### config.mk
export PLATFORM = sky130hd
export DESIGN_NAME = countdown_display
export DESIGN_NICKNAME = d
export VERILOG_FILES = /design/src/rtl/countdown_display_pkg.sv /design/src/rtl/countdown_display_bcd.sv /design/src/rtl/countdown_display.sv
export SDC_FILE = /design/constraint.sdc
export NUM_CORES = 1
export LEC_CHECK = 0
export ABC_AREA = 1
export CELL_PAD_IN_SITES_DETAIL_PLACEMENT = 1
export CELL_PAD_IN_SITES_GLOBAL_PLACEMENT = 1
export CORE_UTILIZATION = 40
export DETAILED_ROUTE_END_ITERATION = 8
export PLACE_DENSITY_LB_ADDON = 0.1
export SLEW_MARGIN = 40
export SYNTH_ARGS = -nofsm -noshare
export SYNTH_HDL_FRONTEND = slang
export SYNTH_SLANG_ARGS = --single-unit
### constraint.sdc
create_clock -name clock -period 5.5 [get_ports clock]
set_clock_uncertainty 0.05 [all_clocks]
set_input_delay 1.1 -clock clock [delete_from_list [all_inputs] [get_ports clock]]
set_output_delay 1.1 -clock clock [all_outputs]
set_load 0.02 [all_outputs]
### src/rtl/countdown_display_pkg.sv
// ---------------------------------------------------------------------------
// countdown_display_pkg
// Shared definitions for the countdown seven-segment display:
//   - convState_t : states of the sequential binary-to-BCD converter
//   - SEG_0..SEG_9, SEG_BLANK : active-low cathode patterns, bit order gfedcba
//   - BCD_DIGIT_W, NUM_DIGITS, BCD_W, BIN_W : widths used by the converter
//   - MAX_DISPLAY : largest value the four digits can show
//   - segEncode() : digit to cathode pattern
//   - bcdAdjust() : the add-3 correction applied before every shift
// ---------------------------------------------------------------------------
package countdown_display_pkg;

  localparam int BCD_DIGIT_W = 4;
  localparam int NUM_DIGITS  = 4;
  localparam int BCD_W       = NUM_DIGITS * BCD_DIGIT_W;
  localparam int BIN_W       = 14;

  localparam logic [15:0] MAX_DISPLAY = 16'd9999;

  typedef enum logic [1:0] {
    IDLE,
    SHIFT,
    LATCH
  } convState_t;

  // Cathodes are active-low, so a 0 bit lights that segment.
  localparam logic [6:0] SEG_0     = 7'b1000000;
  localparam logic [6:0] SEG_1     = 7'b1111001;
  localparam logic [6:0] SEG_2     = 7'b0100100;
  localparam logic [6:0] SEG_3     = 7'b0110000;
  localparam logic [6:0] SEG_4     = 7'b0011001;
  localparam logic [6:0] SEG_5     = 7'b0010010;
  localparam logic [6:0] SEG_6     = 7'b0000010;
  localparam logic [6:0] SEG_7     = 7'b1111000;
  localparam logic [6:0] SEG_8     = 7'b0000000;
  localparam logic [6:0] SEG_9     = 7'b0010000;
  localparam logic [6:0] SEG_BLANK = 7'b1111111;

  // Maps one BCD digit to its cathode pattern; codes 10..15 never occur
  // after conversion, but they fall back to a dark digit to be safe.
  function automatic logic [6:0] segEncode(input logic [BCD_DIGIT_W-1:0] digit);
    logic [6:0] pattern;
    case (digit)
      4'd0:    pattern = SEG_0;
      4'd1:    pattern = SEG_1;
      4'd2:    pattern = SEG_2;
      4'd3:    pattern = SEG_3;
      4'd4:    pattern = SEG_4;
      4'd5:    pattern = SEG_5;
      4'd6:    pattern = SEG_6;
      4'd7:    pattern = SEG_7;
      4'd8:    pattern = SEG_8;
      4'd9:    pattern = SEG_9;
      default: pattern = SEG_BLANK;
    endcase
    return pattern;
  endfunction

  // Double-dabble correction: any nibble of 5 or more gets 3 added so that
  // the following left shift carries correctly into the next decade.
  function automatic logic [BCD_W-1:0] bcdAdjust(input logic [BCD_W-1:0] value);
    logic [BCD_W-1:0] result;
    result = value;
    for (int i = 0; i < NUM_DIGITS; i++) begin
      if (result[i*BCD_DIGIT_W +: BCD_DIGIT_W] >= 4'd5) begin
        result[i*BCD_DIGIT_W +: BCD_DIGIT_W] = result[i*BCD_DIGIT_W +: BCD_DIGIT_W] + 4'd3;
      end
    end
    return result;
  endfunction

endpackage

### src/rtl/countdown_display_bcd.sv
// ---------------------------------------------------------------------------
// bin_to_bcd_seq
// Sequential shift-add-3 converter, one shift per clock.
// A conversion takes 16 SHIFT cycles followed by one LATCH cycle.
// Ports:
//   clock  : rising-edge clock
//   reset  : asynchronous active-high reset, aborts any conversion
//   start  : sampled in IDLE; captures bin and begins converting
//   bin    : binary value to convert (already limited to 0..9999)
//   busy   : high in SHIFT and LATCH
//   done   : high during the LATCH cycle, when bcd holds the final result
//   bcd    : four packed BCD digits, units in bcd[3:0]
// ---------------------------------------------------------------------------
module bin_to_bcd_seq
  import countdown_display_pkg::*;
(
  input  logic             clock,
  input  logic             reset,
  input  logic             start,
  input  logic [BIN_W-1:0] bin,
  output logic             busy,
  output logic             done,
  output logic [BCD_W-1:0] bcd
);

  convState_t       r_state;
  logic [BCD_W-1:0] r_binShift;
  logic [BCD_W-1:0] r_work;
  logic [3:0]       r_shiftCnt;
  logic             r_busy;
  logic             r_done;
  logic [BCD_W-1:0] w_adjusted;

  // Correction of the partially built BCD value ahead of this cycle's shift.
  assign w_adjusted = bcdAdjust(r_work);

  // Converter FSM. The binary operand is widened to 16 bits so that exactly
  // 16 shifts are performed; the extra leading zeros do not change the
  // result. busy and done are registered alongside the state so they line
  // up with SHIFT/LATCH exactly.
  always_ff @(posedge clock or posedge reset) begin
    if (reset) begin
      r_state    <= IDLE;
      r_binShift <= '0;
      r_work     <= '0;
      r_shiftCnt <= '0;
      r_busy     <= 1'b0;
      r_done     <= 1'b0;
    end else begin
      case (r_state)
        IDLE: begin
          r_done <= 1'b0;
          if (start) begin
            r_binShift <= {{(BCD_W-BIN_W){1'b0}}, bin};
            r_work     <= '0;
            r_shiftCnt <= '0;
            r_busy     <= 1'b1;
            r_state    <= SHIFT;
          end
        end
        SHIFT: begin
          r_work     <= {w_adjusted[BCD_W-2:0], r_binShift[BCD_W-1]};
          r_binShift <= {r_binShift[BCD_W-2:0], 1'b0};
          if (r_shiftCnt == 4'(BCD_W - 1)) begin
            r_done  <= 1'b1;
            r_state <= LATCH;
          end else begin
            r_shiftCnt <= r_shiftCnt + 4'd1;
          end
        end
        LATCH: begin
          r_done  <= 1'b0;
          r_busy  <= 1'b0;
          r_state <= IDLE;
        end
        default: begin
          r_done  <= 1'b0;
          r_busy  <= 1'b0;
          r_state <= IDLE;
        end
      endcase
    end
  end

  assign busy = r_busy;
  assign done = r_done;
  assign bcd  = r_work;

endmodule

### src/rtl/countdown_display.sv
// ---------------------------------------------------------------------------
// countdown_display
// Shows the game timer's seconds on a 4-digit multiplexed seven-segment
// display with leading-zero blanking, and blinks the whole display while
// the timer has expired.
// Parameters:
//   REFRESH_DIV : clock cycles each digit stays lit
//   BLINK_DIV   : clock cycles per blink half-period while finished
// Ports:
//   clock  : rising-edge clock
//   reset  : asynchronous active-high reset
//   count  : binary seconds remaining (saturated to 9999 for display)
//   finish : timer expired, enables blinking
//   an     : active-low one-hot digit anodes, an[0] = units
//   seg    : active-low cathodes, gfedcba (seg[0] = a)
//   dp     : decimal point, always off (1)
//   busy   : high while a BCD conversion is running
// ---------------------------------------------------------------------------
module countdown_display
  import countdown_display_pkg::*;
#(
  parameter int REFRESH_DIV = 100000,
  parameter int BLINK_DIV   = 50000000
) (
  input  logic        clock,
  input  logic        reset,
  input  logic [15:0] count,
  input  logic        finish,
  output logic [3:0]  an,
  output logic [6:0]  seg,
  output logic        dp,
  output logic        busy
);

  localparam int SCAN_W  = (REFRESH_DIV > 1) ? $clog2(REFRESH_DIV) : 1;
  localparam int BLINK_W = (BLINK_DIV > 1) ? $clog2(BLINK_DIV) : 1;

  logic [15:0]            r_lastCount;
  logic [BCD_W-1:0]       r_digits;
  logic [SCAN_W-1:0]      r_scanCnt;
  logic [1:0]             r_scanIdx;
  logic [BLINK_W-1:0]     r_blinkCnt;
  logic                   r_blinkOn;
  logic [3:0]             r_an;
  logic [6:0]             r_seg;
  logic                   r_dp;

  logic [BIN_W-1:0]       w_satCount;
  logic                   w_start;
  logic                   w_busy;
  logic                   w_done;
  logic [BCD_W-1:0]       w_bcd;
  logic [BCD_DIGIT_W-1:0] w_digit;
  logic                   w_lit;

  // Anything above 9999 cannot be shown on four digits, so it is clamped
  // before it reaches the converter.
  assign w_satCount = (count > MAX_DISPLAY) ? MAX_DISPLAY[BIN_W-1:0] : count[BIN_W-1:0];

  // A new conversion is requested only when the converter is idle and the
  // timer value differs from the one last handed to it, so changes that
  // arrive mid-conversion are picked up on the next idle cycle.
  assign w_start = (count != r_lastCount) && !w_busy;

  bin_to_bcd_seq u_conv (
    .clock (clock),
    .reset (reset),
    .start (w_start),
    .bin   (w_satCount),
    .busy  (w_busy),
    .done  (w_done),
    .bcd   (w_bcd)
  );

  // Remembers the raw timer value at each capture and loads the displayed
  // digits during the converter's LATCH cycle; a reset mid-conversion
  // leaves the digits cleared instead of holding partial results.
  always_ff @(posedge clock or posedge reset) begin
    if (reset) begin
      r_lastCount <= '0;
      r_digits    <= '0;
    end else begin
      if (w_start) begin
        r_lastCount <= count;
      end
      if (w_done) begin
        r_digits <= w_bcd;
      end
    end
  end

  // Digit multiplexing: the active digit advances every REFRESH_DIV cycles
  // and the 2-bit index wraps from 3 back to 0 on its own.
  always_ff @(posedge clock or posedge reset) begin
    if (reset) begin
      r_scanCnt <= '0;
      r_scanIdx <= '0;
    end else if (r_scanCnt == SCAN_W'(REFRESH_DIV - 1)) begin
      r_scanCnt <= '0;
      r_scanIdx <= r_scanIdx + 2'd1;
    end else begin
      r_scanCnt <= r_scanCnt + 1'b1;
    end
  end

  // Blink timing while finished. Dropping finish clears the counter and
  // forces the visible phase so the display comes straight back.
  always_ff @(posedge clock or posedge reset) begin
    if (reset) begin
      r_blinkCnt <= '0;
      r_blinkOn  <= 1'b1;
    end else if (!finish) begin
      r_blinkCnt <= '0;
      r_blinkOn  <= 1'b1;
    end else if (r_blinkCnt == BLINK_W'(BLINK_DIV - 1)) begin
      r_blinkCnt <= '0;
      r_blinkOn  <= ~r_blinkOn;
    end else begin
      r_blinkCnt <= r_blinkCnt + 1'b1;
    end
  end

  // Selects the digit under the scan index and decides whether it is
  // lit: units always, higher digits only if they or something above
  // them is nonzero.
  assign w_digit = r_digits[{r_scanIdx, 2'b00} +: BCD_DIGIT_W];

  always_comb begin
    w_lit = 1'b1;
    case (r_scanIdx)
      2'd0:    w_lit = 1'b1;
      2'd1:    w_lit = |r_digits[BCD_W-1:4];
      2'd2:    w_lit = |r_digits[BCD_W-1:8];
      2'd3:    w_lit = |r_digits[BCD_W-1:12];
      default: w_lit = 1'b1;
    endcase
  end

  // Registered pad drivers. Only the blink phase register is consulted
  // here (not finish directly) so a blink change shows up exactly one
  // cycle after the phase itself changes.
  always_ff @(posedge clock or posedge reset) begin
    if (reset) begin
      r_an  <= 4'b1111;
      r_seg <= SEG_BLANK;
      r_dp  <= 1'b1;
    end else begin
      r_dp <= 1'b1;
      if (!r_blinkOn || !w_lit) begin
        r_an  <= 4'b1111;
        r_seg <= SEG_BLANK;
      end else begin
        r_an  <= ~(4'b0001 << r_scanIdx);
        r_seg <= segEncode(w_digit);
      end
    end
  end

  assign an   = r_an;
  assign seg  = r_seg;
  assign dp   = r_dp;
  assign busy = w_busy;

endmodule

# [Yosys cells after proc, flatten, opt, wreduce, memory -nomap -nowiden]
# Memory sizes are Yosys's and may differ from the RTL's.
# Index checks and enable logic that the tools add are counted.
[word_totals] output_inout_bits=13 latch_bits=0 ff_bits=129 n_memories=1 rom_bits=112 mem_bits_rw=0
[classes] mul=0 add_sub_neg=8 n_reduce_logical=15 shifts=2 n_eq_ne=12 div_mod_pow=0 order_cmp=5 n_mux=27 n_bitwise=3
[mem_list] name="(name not given)" depth=16 width=7 read_ports=1 rd_ports_with_merged_regs=0 wr=0 line_no="countdown_display_pkg.sv:43" source="case (digit)"
[ops] op="$pmux W16 S2" n=2
[ops] op="$mux W26" n=2
[ops] op="$mux W16" n=2
[ops] op="$add A26 B1 Y26 const B" n=1
[ops] op="$eq A26 B26 Y1 const B" n=1
[ops] op="$mux W4" n=6
[ops] op="$add A17 B1 Y17 const B" n=1
[ops] op="$eq A17 B17 Y1 const B" n=1
[ops] op="$mux W17" n=1
[ops] op="$ge A4 B3 Y1 const B" n=4
[ops] op="$gt A16 B14 Y1 const B" n=1
[ops] op="$ne A16 B16 Y1" n=1
[ops] op="$shiftx A16 B5 Y4" n=1
[ops] op="$mux W14" n=1
[ops] op="$add A4 B2 Y4 const B" n=3
[ops] op="$reduce_or A12 Y1" n=1
[ops] op="$pmux W4 S2" n=1
[ops] op="$reduce_or A8 Y1" n=1
[ops] op="$mux W7" n=1
[ops] op="$ne A2 B1 Y1 const B" n=3
[ops] op="$reduce_and A2 Y1" n=3
[ops] op="$mux W1" n=5
[ops] op="$add A4 B1 Y4 const B" n=1
[ops] op="$eq A2 B1 Y1 const B" n=2
[ops] op="20 further kinds" n=26

# [Logic depth before layout (Yosys ltp)]
# Gate-level depths: netlist (run 1).
[logic_depth] ltp_word=5 depth_mapped=12

# [By module]
# Synthesis (run 1) repeated with hierarchy kept, for this count alone.
[unflattened] cells_unflattened=925 area_unflattened_um2=7070.5
[modules_own_cells] module="countdown_display" cells_per_inst=669 seq_area_each_um2=2242.2 area_each_um2=4994.8 n_inst=1
[modules_own_cells] module="bin_to_bcd_seq" cells_per_inst=256 seq_area_each_um2=1001.0 area_each_um2=2075.7 n_inst=1

# [Least setup slack after synthesis (run 1)]
# Ideal clock, no wire load.
[synth_timing] path_kind="input port to flip-flop" from="input port count[2]" to="register u_conv.r_binShift[4]" path_buffers=1 path_slack_ps=3375 arrival_ps=1958 path_stages=12 required_ps=5333 cell_sequence="inv_1 -> nand2_1 -> nand2_1 -> nor2_1 -> nand2_1 -> nor2_2 -> nand2_2 -> nand3_4 -> nand2_1 -> buf_6 -> nand2_1 -> nand2_1"
[synth_between] elab_chain_len=4
[synth_lines] element="start: declaration" line_no="countdown_display.sv:27" source="input logic [15:0] count,"
[synth_lines] element="$gt A16 B14 Y1 / $ne A16 B16 Y1 (equally long branches)" line_no="countdown_display.sv:58, countdown_display.sv:63"
[synth_lines] element="$mux W14 / $logic_and A1 B1 Y1 (equally long branches)" line_no="countdown_display.sv:58, countdown_display.sv:63"
[synth_lines] element="$mux W16 / $ne A2 B1 Y1 (equally long branches)"
[synth_lines] element="$pmux W16 S2 / $reduce_and A2 Y1 (equally long branches)"
[synth_lines] element="end signal: assignment" line_no="countdown_display_bcd.sv:54" source="r_binShift <= {{(BCD_W-BIN_W){1'b0}}, bin};"
[synth_lines] element="end signal: assignment" line_no="countdown_display_bcd.sv:63" source="r_binShift <= {r_binShift[BCD_W-2:0], 1'b0};"
[synth_lines] element="end: declaration" line_no="countdown_display_bcd.sv:27" source="logic [BCD_W-1:0] r_binShift;"
# Parallel ways exist; a longest one is shown, timed or not. The select of a mux whose other input is x is not followed.
# A chain may end at the register's enable or synchronous reset.

# [Worst setup path in the final report (run 1)]
[layout_timing] from="input port count[7]" to="register u_conv.r_binShift[11]"
# The elaborated chain is that of the path after synthesis.

==> results of run 1 <==
[cells by family (layout without fill, tap and decap cells)]
| logic type | after synthesis | after routing |
|---|---|---|
| compound gates | 117 | 117 |
| xor+xnor | 24 | 24 |
| fa+ha+maj | 20 | 20 |
| buf+inv | 152 | 194 |
| flops | 129 | 129 |
| other cells | 1 | 1 |
| simple gates | 461 | 461 |
[path summary, 6_finish.rpt]
check                                        from               endpoint  slack [ps]
worst max-delay path                     count[7]  u_conv.r_binShift[11]        2420
worst min-delay path                 r_scanCnt[0]           r_scanCnt[0]         410
worst max register to register  u_conv.r_state[0]  u_conv.r_binShift[11]        3150
worst min register to register       r_scanCnt[0]           r_scanCnt[0]         410
max in group asynchronous                   reset  u_conv.r_binShift[11]        3340
min in group asynchronous                   reset        r_lastCount[12]        1120
[cell usage in the layout (no fill, tap or decap), types with 5 or more instances in the layout]
cell type          n
a21oi_1           27
nor2_1            84
inv_1            116
nand3_2           19
o21bai_1           6
nand3_1           57
bufinv_16          5
nor3_1             9
dfrtp_1          117
nor2_2             7
nand2_2            5
clkbuf_16         17
clkdlybuf4s50_1   30
o21ai_0           71
ha_1              20
nand4_1           21
inv_2              9
o211ai_1           6
nand2_1          242
nor4_1             5
xor2_1            21
dfstp_2           12
[routing by layer]
metal,wire (microns),up-vias
met3,399,22
li1,-,2930
met5,0,-
met2,8540,58
met4,233,0
met1,8180,2919
[registers in the layout, indices dropped and copies added, names as in the netlist]
| name | count |
|---|---|
| r_digits | 16 |
| u_conv.busy | 1 |
| r_blinkCnt | 26 |
| r_lastCount | 16 |
| u_conv.done | 1 |
| seg | 7 |
| u_conv.bcd | 16 |
| r_blinkOn | 1 |
| u_conv.r_binShift | 16 |
| an | 4 |
| r_scanCnt | 17 |
| u_conv.r_shiftCnt | 4 |
| u_conv.r_state | 2 |
| r_scanIdx | 2 |
[worst max-delay path: stages]
cell	delay, ps
clkdlybuf4s50_1	550
inv_2	60
nand2_1	60
nand2_1	50
nor2_1	130
nand2_1	80
nor2_2	120
nand2_2	90
nand3_4	390
nand2_1	450
nand2_1	180
nand2_1	60
[power groups by stage]
| stage | combinational, mW | clock, mW | sequential, mW |
|---|---|---|---|
| floorplan | 0.908 | 0 | 1.45 |
| global placement | 1.14 | 0 | 1.47 |
| detailed placement | 1.21 | 0 | 1.48 |
| CTS | 1.23 | 1.29 | 1.47 |
| global route | 1.40 | 1.33 | 1.51 |
| finish | 1.21 | 1.26 | 1.47 |
[metrics by stage]
| stage | setup WS (ps) | utilization, % |
|---|---|---|
| floorplan | 929 | - |
| global placement | 2060 | 43.5 |
| detailed placement | 1970 | 43.6 |
| CTS | 2380 | 47.3 |
| global route | 2170 | 47.4 |
| finish | 2420 | 47.4 |
[final cells by class]
class / count / share of cell area [%]
Clock buffer: 23 / 5.83
Multi-Input combinational cell: 623 / 39.1
Clock inverter: 9 / 2.17
Sequential cell: 129 / 39.6
Inverter: 129 / 5.97
Timing Repair Buffer: 33 / 3.94
Tap cell: 225 / 3.44
==> results by group, run 1 <==
Synthesis
  – Synth Area in XOR/XNOR: 2.96%
  – EDFF count, synth: 0
  – #FFs+latches synth: 129
  – Yosys cell types: 43
  – Ys async rst share: 100%
  – Area contributors post-synth: dfrtp_1 41%, nand2_1 13%, inv_1 6.2%
  – Yosys top cell area share: 41.3%
  – Synth top cells by count: 243 x nand2_1, 118 x inv_1, 117 x dfrtp_1
  – Net count after synthesis: 943
  – Fraction of the mapped netlist area in compound gates: 8.89%
  – Main combinational cell family by area after synthesis: simple AND/OR/NAND/NOR gates
  – Post-synthesis simple-gate area fraction: 29.6%
  – Synth Warn #: 0
  – Cell Area, Synth: 7090 sq um
  – Count leader, synth: nand2_1
  – Avg Cell Area, Syn: 7.84 sq um
  – Cell taking the most area after synthesis: dfrtp_1
  – Mux contribution to synthesized area: 0%
  – Synth Area in Adders: 3.53%
  – Register area share after synthesis: 45.7%
  – Most used flip-flop cell after synthesis: dfrtp_1
  – Synthesized instance count: 904

Place
  – Placed cells: 1,139
  – GPL Wtd Cong: 0.869
  – DP HPWL: 12,400 microns
  – Placed cell areas: 7530 sq um
  – IO Port Bufs: 30

GRT
  – Largest net degree at the start of global routing: 71
  – Number of global-route vias before repair: 6,288
  – Met1 Use GR: 26.7%
  – Layer with the highest usage: met2
  – All-Layer GR Usage: 20.7%
  – First-pass GRT wire length: 30,100 microns
  – Total congestion overflow: 0
  – Met2 Resource Use GR: 34.7%
  – Initial antenna violation count: 0
  – GRT met3 Usage: 4.68%

STA
  – Max Freq: 324 MHz
  – Setup TNS: 0 ps
  – Slew @ Worst Pin: 772 ps
  – Tmin final: 3080 ps
  – Worst hold slack: 411 ps
  – Unrepaired setup endpoints after global routing: false
  – Rel. slew slack: 48.5%
  – Final Hold Fails: 0
  – Final Max Tran Viols: 0
  – Finish-stage setup viols: 0
  – Period utilisation layout: 56.1%

Die
  – Placeable Area: 17,300 sq um
  – # rows: 48
  – Die Area: 18,300 sq um
  – Starting Density: 41.0%
  – Die H: 135 microns
  – Die width: 135 microns
  – Top Ports: 32

Power and ir drop
  – Leak: 3.92 nW
  – Power Density: 480 nW/um^2
  – VDD IR max: 242 uV
  – Clock network power share: 31.9%
  – Net Sw Frac: 35.7%
  – Seq pwr share: 37.4%
  – Tot Pwr: 3.94 mW
  – Internal Power: 2.53 mW
  – Logic pwr share: 30.7%
  – P_sw: 1.41 mW

Worst setup path
  – Setup crit start kind: input pin
  – Crit path DAT: 3330 ps
  – Worst setup path class: input pin to flop
  – CP max FO: 39
  – CP endpoint kind: flop
  – Reg2Reg Depth: 7
  – CP required: 5750 ps

Route
  – WL/cell: 14.8 microns
  – TritonRoute pass-1 iters: 4
  – Via/cell ratio: 5.06
  – # DRC: 0
  – Via count: 5,929
  – Routed wire length: 17,400 microns
  – Post-route ant nets: 0
  – First DRT Iteration DRCs: 326

Final layout
  – Fill cells: 2,147
  – Reg area: 3240 sq um
  – Synth-to-Final Area Change: 15.6%
  – Fin area: 8200 sq um
  – Area of the multi-input gates: 3200 sq um
  – Layout cells sized above 1: 9.94%
  – Number of diodes: 0
  – Layout Cells excl Fill: 1,171
  – Final Net Count: 972

Clocking
  – Total CTS buffers: 17
  – CTS H-tree lvls: 4
  – Clock Sinks: 129
  – Setup repair bufs after CTS: 0
  – Hold-fix buffers, CTS: 0
  – CTS tree: yes
  – Clk Tree Root Cell: clkbuf_16
  – Longest Clk Path Bufs: 2
  – Clock latency on the worst-skew pair: 420 ps
  – Post-CTS Resized: 0
  – Clk pin slew, worst setup/hold paths: 60 ps

Min path
  – Hold Path Class: flop to flop
  – Hold Path Depth: 1

Outcome
  – Status: completed

Job
  – Max Cap Viol: 0
(Power assumes the default switching activity.)
==> inputs of run 2 (changes only) <==
- clock period: 5.5 -> 2.9 ns (I/O delays scaled with it)
==> run 2 against run 1 <==
Net effect:
- first-iteration DRC count down 14%
- clock power grew 77%
- hold slack gained 11 ps
- sequential cell count did not move
- non-clock buffer count rose by 5
- largest cell class unchanged
==> results by group, run 2 (same netlist as run 1, synthesis figures left out) <==
Worst setup path
  – Critical-path cell list: clkdlybuf4s50_1, inv_1, nand2_1, nand2_1, nor2_1, nand2_1, nor2_2, nand2_2, nand3_4, nand2_1, nand2_1, nand2_1
  – Crit path DAT: 2550 ps (-780 ps)
  – Setup crit start kind: input pin
  – CP max stage cell: clkdlybuf4s50_1
  – Bufs and invs on worst path: 2 (unchanged)
  – Reg2Reg Depth: 9 (+2)
  – Worst setup path class: input pin to flop
  – Reg2Reg Launch Point: r_scanIdx[0]
  – CP peak stage delay: 560 ps (about the same)
  – Most common cell on crit path: nand2_1
  – CP endpoint kind: flop
  – Family with the most delay on the worst path: simple AND/OR/NAND/NOR gates
  – CP required: 3150 ps (-2600 ps)
  – CP max FO: 15 (-62%)
  – Reg2reg setup slack: 650 ps (-2500 ps)
  – R2r endpoint: seg[4]

Final layout
  – Largest reg by FF count: r_blinkCnt
  – Synth-to-Final Area Change: 16.4%
  – Most common cell after layout, fill and taps aside: nand2_1
  – Number of diodes: 0 (unchanged)
  – Number of flip-flops in the largest register: 26 (unchanged)
  – Layout cells sized above 1: 10.5% (+0.58 points)
  – Layout Cells excl Fill: 1,176 (+0.43%)
  – Largest regs: r_blinkCnt: 26 flops, r_scanCnt: 17 flops
  – Final Net Count: 977 (+0.51%)
  – Commonest cells after routing, fill and taps aside: 243 x nand2_1, 117 x dfrtp_1, 116 x inv_1, 84 x nor2_1, 71 x o21ai_0

Clocking
  – Total CTS buffers: 17 (unchanged)
  – Setup repair bufs after CTS: 0 (unchanged)
  – CTS tree: yes
  – CTS H-tree lvls: 4 (unchanged)
  – Clk Tree Root Cell: clkbuf_16
  – Clock Sinks: 129 (unchanged)
  – Hold-fix buffers, CTS: 0 (unchanged)
  – Longest Clk Path Bufs: 2 (unchanged)
  – Clock latency on the worst-skew pair: 420 ps (about the same)
  – Clk pin slew, worst setup/hold paths: 60 ps (about the same)
  – Post-CTS Resized: 0 (unchanged)

STA
  – Tmin final: 2300 ps
  – Finish-stage setup viols: 0 (unchanged)
  – Rel. slew slack: 48.2% (-0.35 points)
  – Slew @ Worst Pin: 774 ps (+1.59 ps)
  – Setup TNS: 0 ps (unchanged)
  – Max Freq: 434 MHz
  – Final Max Tran Viols: 0 (unchanged)
  – Unrepaired setup endpoints after global routing: false
  – Final Hold Fails: 0 (unchanged)
  – PnR worst setup slack: 597 ps (-1820 ps)
  – Period utilisation layout: 79.4%

Power and ir drop
  – Tot Pwr: 7.36 mW (+87%)
  – Power Density: 892 nW/um^2 (+86%)
  – Leak: 3.97 nW (+1.2%)
  – VDD IR max: 469 uV (+94%)

Die
  – Placeable Area: 17,300 sq um (unchanged)
  – Die width: 135 microns (unchanged)
  – Top Ports: 32 (unchanged)
  – # rows: 48 (unchanged)
  – Die Area: 18,300 sq um (unchanged)
  – Die H: 135 microns (unchanged)
  – Starting Density: 41.0% (unchanged)

Route
  – First DRT Iteration DRCs: 281 (-14%)
  – WL/cell: 14.8 microns (about the same)
  – Via count: 5,964 (+0.59%)
  – Post-route ant nets: 0 (unchanged)
  – Routed wire length: 17,400 microns (+0.44%)
  – Via/cell ratio: 5.07 (+0.16%)
  – # DRC: 0 (unchanged)
  – TritonRoute pass-1 iters: 4 (unchanged)

GRT
  – Number of global-route vias before repair: 6,278 (-0.16%)
  – Largest net degree at the start of global routing: 64 (-9.9%)
  – Initial antenna violation count: 0 (unchanged)
  – Total congestion overflow: 0 (unchanged)
  – All-Layer GR Usage: 20.8% (+0.054 points)
  – First-pass GRT wire length: 30,200 microns (+0.32%)

Outcome
  – Status: completed

Place
  – DP HPWL: 12,800 microns (+2.8%)
  – Placed cells: 1,144 (+0.44%)
  – Pre-CTS setup slack: 170 ps (-1800 ps)
  – IO Port Bufs: 30 (unchanged)
  – GPL Wtd Cong: 0.849 (-2.3%)

Min path
  – Worst Hold Endpoint: r_scanCnt[0]
  – Hold Path Class: flop to flop
  – Hold path startpoint: r_scanCnt[0]
  – Hold Path Depth: 1 (unchanged)

Job
  – Max Cap Viol: 0 (unchanged)
==> run 2: how the worst max path moves through the flow <==
stage                                 end    startpoint  depth (start not counted)
floorplan                   r_blinkCnt[0]         reset                          1
global placement    u_conv.r_binShift[13]     count[12]                         12
detailed placement  u_conv.r_binShift[10]     count[12]                         12
CTS                 u_conv.r_binShift[10]     count[12]                         12
global route                       seg[4]  r_scanIdx[0]                          9
finish              u_conv.r_binShift[10]     count[12]                         12
==> run 2: routing by layer <==
metal	routed length, microns	GRT usage, %	up-vias
met2	8660	35.6	52
met4	199	6.24	0
met1	8230	26.9	2948
met3	346	3.52	14
met5	0	0	-
li1	-	-	2950
==> run 2: layout make-up <==
class	count	area (sq um)
inverter	129	488
clock buffer	24	578
timing repair buffer	38	410
clock inverter	8	55.1
multi-input combinational	623	3190
sequential	129	3240
tap	225	282
fill	2140	9050
==> run 2: where the power goes <==
group | internal, mW | switching (mW) | total (mW)
registers | 2.36 | 0.421 | 2.78
logic | 0.895 | 1.46 | 2.36
clock network | 1.40 | 0.826 | 2.23
total | 4.65 | 2.71 | 7.36
==> run 2: metrics by stage <==
stage	cell area, sq um	hold slack (ps)	util (%)
5_1_grt	8250	444	47.7
6_report	8250	422	47.7
4_1_cts	8250	426	47.7
3_3_place_gp	7620	395	44.0
3_5_place_dp	7620	418	44.0
2_1_floorplan	7090	383	-
==> run 2: worst register-to-register path, stage by stage (launching register included) <==
cell,delay (ps)
dfrtp_1,520
clkinv_1,230
nand2_1,100
a32oi_1,350
inv_1,150
ha_1,220
or2_2,300
nand3_1,80
o21ai_0,100
nand2_1,80
==> inputs of run 3 (changes only) <==
- clock period: 2.9 -> 2.2 ns (I/O delays scaled with it)
==> run 3 against run 2 <==
Net effect:
- combinational power is 35% higher
- critical path type is now flop to flop
- via count is 1.6% higher
- sequential cell count stayed put
==> results by group, run 3 (same netlist as run 1, synthesis figures left out) <==
Outcome
  – Status: completed

Worst setup path
  – CP endpoint: seg[4]
  – Worst setup path class: flop to flop
  – CP endpoint kind: flop
  – Reg2reg setup slack: 160 ps (-490 ps)
  – CP max FO: 7 (-8)
  – Reg2Reg Depth: 10 (+1)
  – Setup crit start kind: flop
  – Crit path from: r_scanIdx[1]
  – Crit path DAT: 2350 ps (-200 ps)
  – Reg2Reg Launch Point: r_scanIdx[1]
  – R2r endpoint: seg[4]
  – CP required: 2510 ps (-640 ps)

Final layout
  – Most common cell after layout, fill and taps aside: nand2_1
  – Layout cells sized above 1: 12.5% (+2.0 points)
  – Reg area: 3240 sq um (about the same)
  – Largest regs: r_blinkCnt: 26 flops, r_scanCnt: 17 flops
  – Commonest cells after routing, fill and taps aside: 243 x nand2_1, 116 x inv_1, 116 x dfrtp_1, 84 x nor2_1, 71 x o21ai_0
  – Final Net Count: 999 (+2.3%)
  – Largest reg by FF count: r_blinkCnt
  – Number of flip-flops in the largest register: 26 (unchanged)
  – Area of the multi-input gates: 3200 sq um (+0.20%)
  – Number of diodes: 0 (unchanged)
  – Fill cells: 2,138 (-0.093%)
  – Synth-to-Final Area Change: 18.7%

Place
  – DP HPWL: 13,000 microns (+2.1%)
  – IO Port Bufs: 30 (unchanged)
  – GPL Wtd Cong: 0.872 (+2.8%)
  – Pre-CTS setup slack: -40.5 ps (-211 ps)

Die
  – Die Area: 18,300 sq um (unchanged)
  – Starting Density: 41.0% (unchanged)
  – Die H: 135 microns (unchanged)
  – Die width: 135 microns (unchanged)
  – Top Ports: 32 (unchanged)
  – Placeable Area: 17,300 sq um (unchanged)
  – # rows: 48 (unchanged)

GRT
  – Number of global-route vias before repair: 6,487 (+3.3%)
  – All-Layer GR Usage: 21.0% (+0.19 points)
  – Total congestion overflow: 0 (unchanged)
  – Initial antenna violation count: 0 (unchanged)
  – Largest net degree at the start of global routing: 66 (+3.1%)
  – First-pass GRT wire length: 30,600 microns (+1.3%)

STA
  – Tmin final: 2040 ps
  – Finish-stage setup viols: 0 (unchanged)
  – Final Max Tran Viols: 0 (unchanged)
  – Max Freq: 490 MHz
  – PnR worst setup slack: 158 ps (-439 ps)
  – Slew @ Worst Pin: 746 ps (-27.1 ps)
  – Period utilisation layout: 92.8%
  – Final Hold Fails: 0 (unchanged)
  – Unrepaired setup endpoints after global routing: false
  – Rel. slew slack: 50.2% (+2.0 points)

Route
  – WL/cell: 14.8 microns (about the same)
  – First DRT Iteration DRCs: 229 (-19%)
  – Routed wire length: 17,800 microns (+1.9%)
  – Via count: 6,060 (+1.6%)
  – # DRC: 0 (unchanged)
  – Via/cell ratio: 5.06 (-0.26%)
  – Post-route ant nets: 0 (unchanged)
  – TritonRoute pass-1 iters: 4 (unchanged)

Clocking
  – Clk Tree Root Cell: clkbuf_16
  – Setup repair bufs after CTS: 0 (unchanged)
  – Post-CTS Resized: 0 (unchanged)
  – CTS H-tree lvls: 4 (unchanged)
  – Clock Sinks: 129 (unchanged)
  – Hold-fix buffers, CTS: 0 (unchanged)
  – Longest Clk Path Bufs: 2 (unchanged)
  – Clk pin slew, worst setup/hold paths: 60 ps (about the same)
  – Clock latency on the worst-skew pair: 430 ps (about the same)
  – Total CTS buffers: 17 (unchanged)
  – CTS tree: yes

Job
  – Max Cap Viol: 0 (unchanged)

Power and ir drop
  – Leak: 4.06 nW (+2.3%)
  – Tot Pwr: 9.58 mW (+30%)
  – VDD IR max: 709 uV (+51%)
  – Power Density: 1140 nW/um^2 (+28%)

Min path
  – Hold Path Class: input pin to async pin
[run 3: cell types whose count changed in the layout (fill, tap and decap cells not counted), moves of 2 or more]
cell and change:
clkinv_2 +2, buf_4 +17, buf_12 +5, clkbuf_16 -4, clkbuf_8 +2, clkbuf_1 +2
[run 3: worst max-delay path, stage by stage, from the launching register on]
cell and delay, ps:
dfrtp_1 420, clkinv_1 150, buf_4 150, a21oi_1 50, a32oi_1 230, inv_1 120, ha_1 210, or2_2 290
nand3_1 80, o21ai_0 120, nand2_1 110
[run 3: where the power goes]
part | internal [mW] | switching, mW | leakage, nW
clock | 1.62 | 1.08 | 0.286
combinational | 1.26 | 1.94 | 2.15
sequential | 3.11 | 0.575 | 1.63
[run 3: worst min path at each step]
stage                     slack, ps          from               to  depth (start not counted)
after global placement          400  r_scanCnt[0]     r_scanCnt[0]                          1
final                           360         reset    r_blinkCnt[0]                          2
after CTS                       360         reset  r_lastCount[13]                          2
after detailed placement        420  r_scanCnt[0]     r_scanCnt[0]                          1
after global routing            410         reset    r_blinkCnt[0]                          2
after floorplan                 380  r_scanCnt[0]     r_scanCnt[0]                          1
[run 3: per-layer routing]
layer | share of wire, % | global-route usage (%)
met3 | 1.7 | 3.85
met5 | 0 | 0
met4 | 1.8 | 7.93
met2 | 50 | 36.1
met1 | 46 | 26.1
[run 3: cell type report]
type	instances	share of cell area, %
Timing Repair Buffer	60	7.58
Clock inverter	8	0.595
Sequential cell	129	38.6
Multi-Input combinational cell	623	38.0
Tap cell	225	3.35
Clock buffer	24	6.10
Inverter	129	5.80
[run 3: through the flow]
stage | TNS, ps | utilization, % | instance area [sq um] | hold WS, ps | cells
finish | 0 | 48.7 | 8420 | 362 | 1198
global route | 0 | 48.7 | 8420 | 412 | 1198
CTS | 0 | 48.6 | 8410 | 364 | 1198
detailed placement | -89.5 | 45.4 | 7850 | 420 | 1166
global placement | 0 | 45.4 | 7850 | 395 | 1166
floorplan | 0 | - | 7090 | 383 | 904
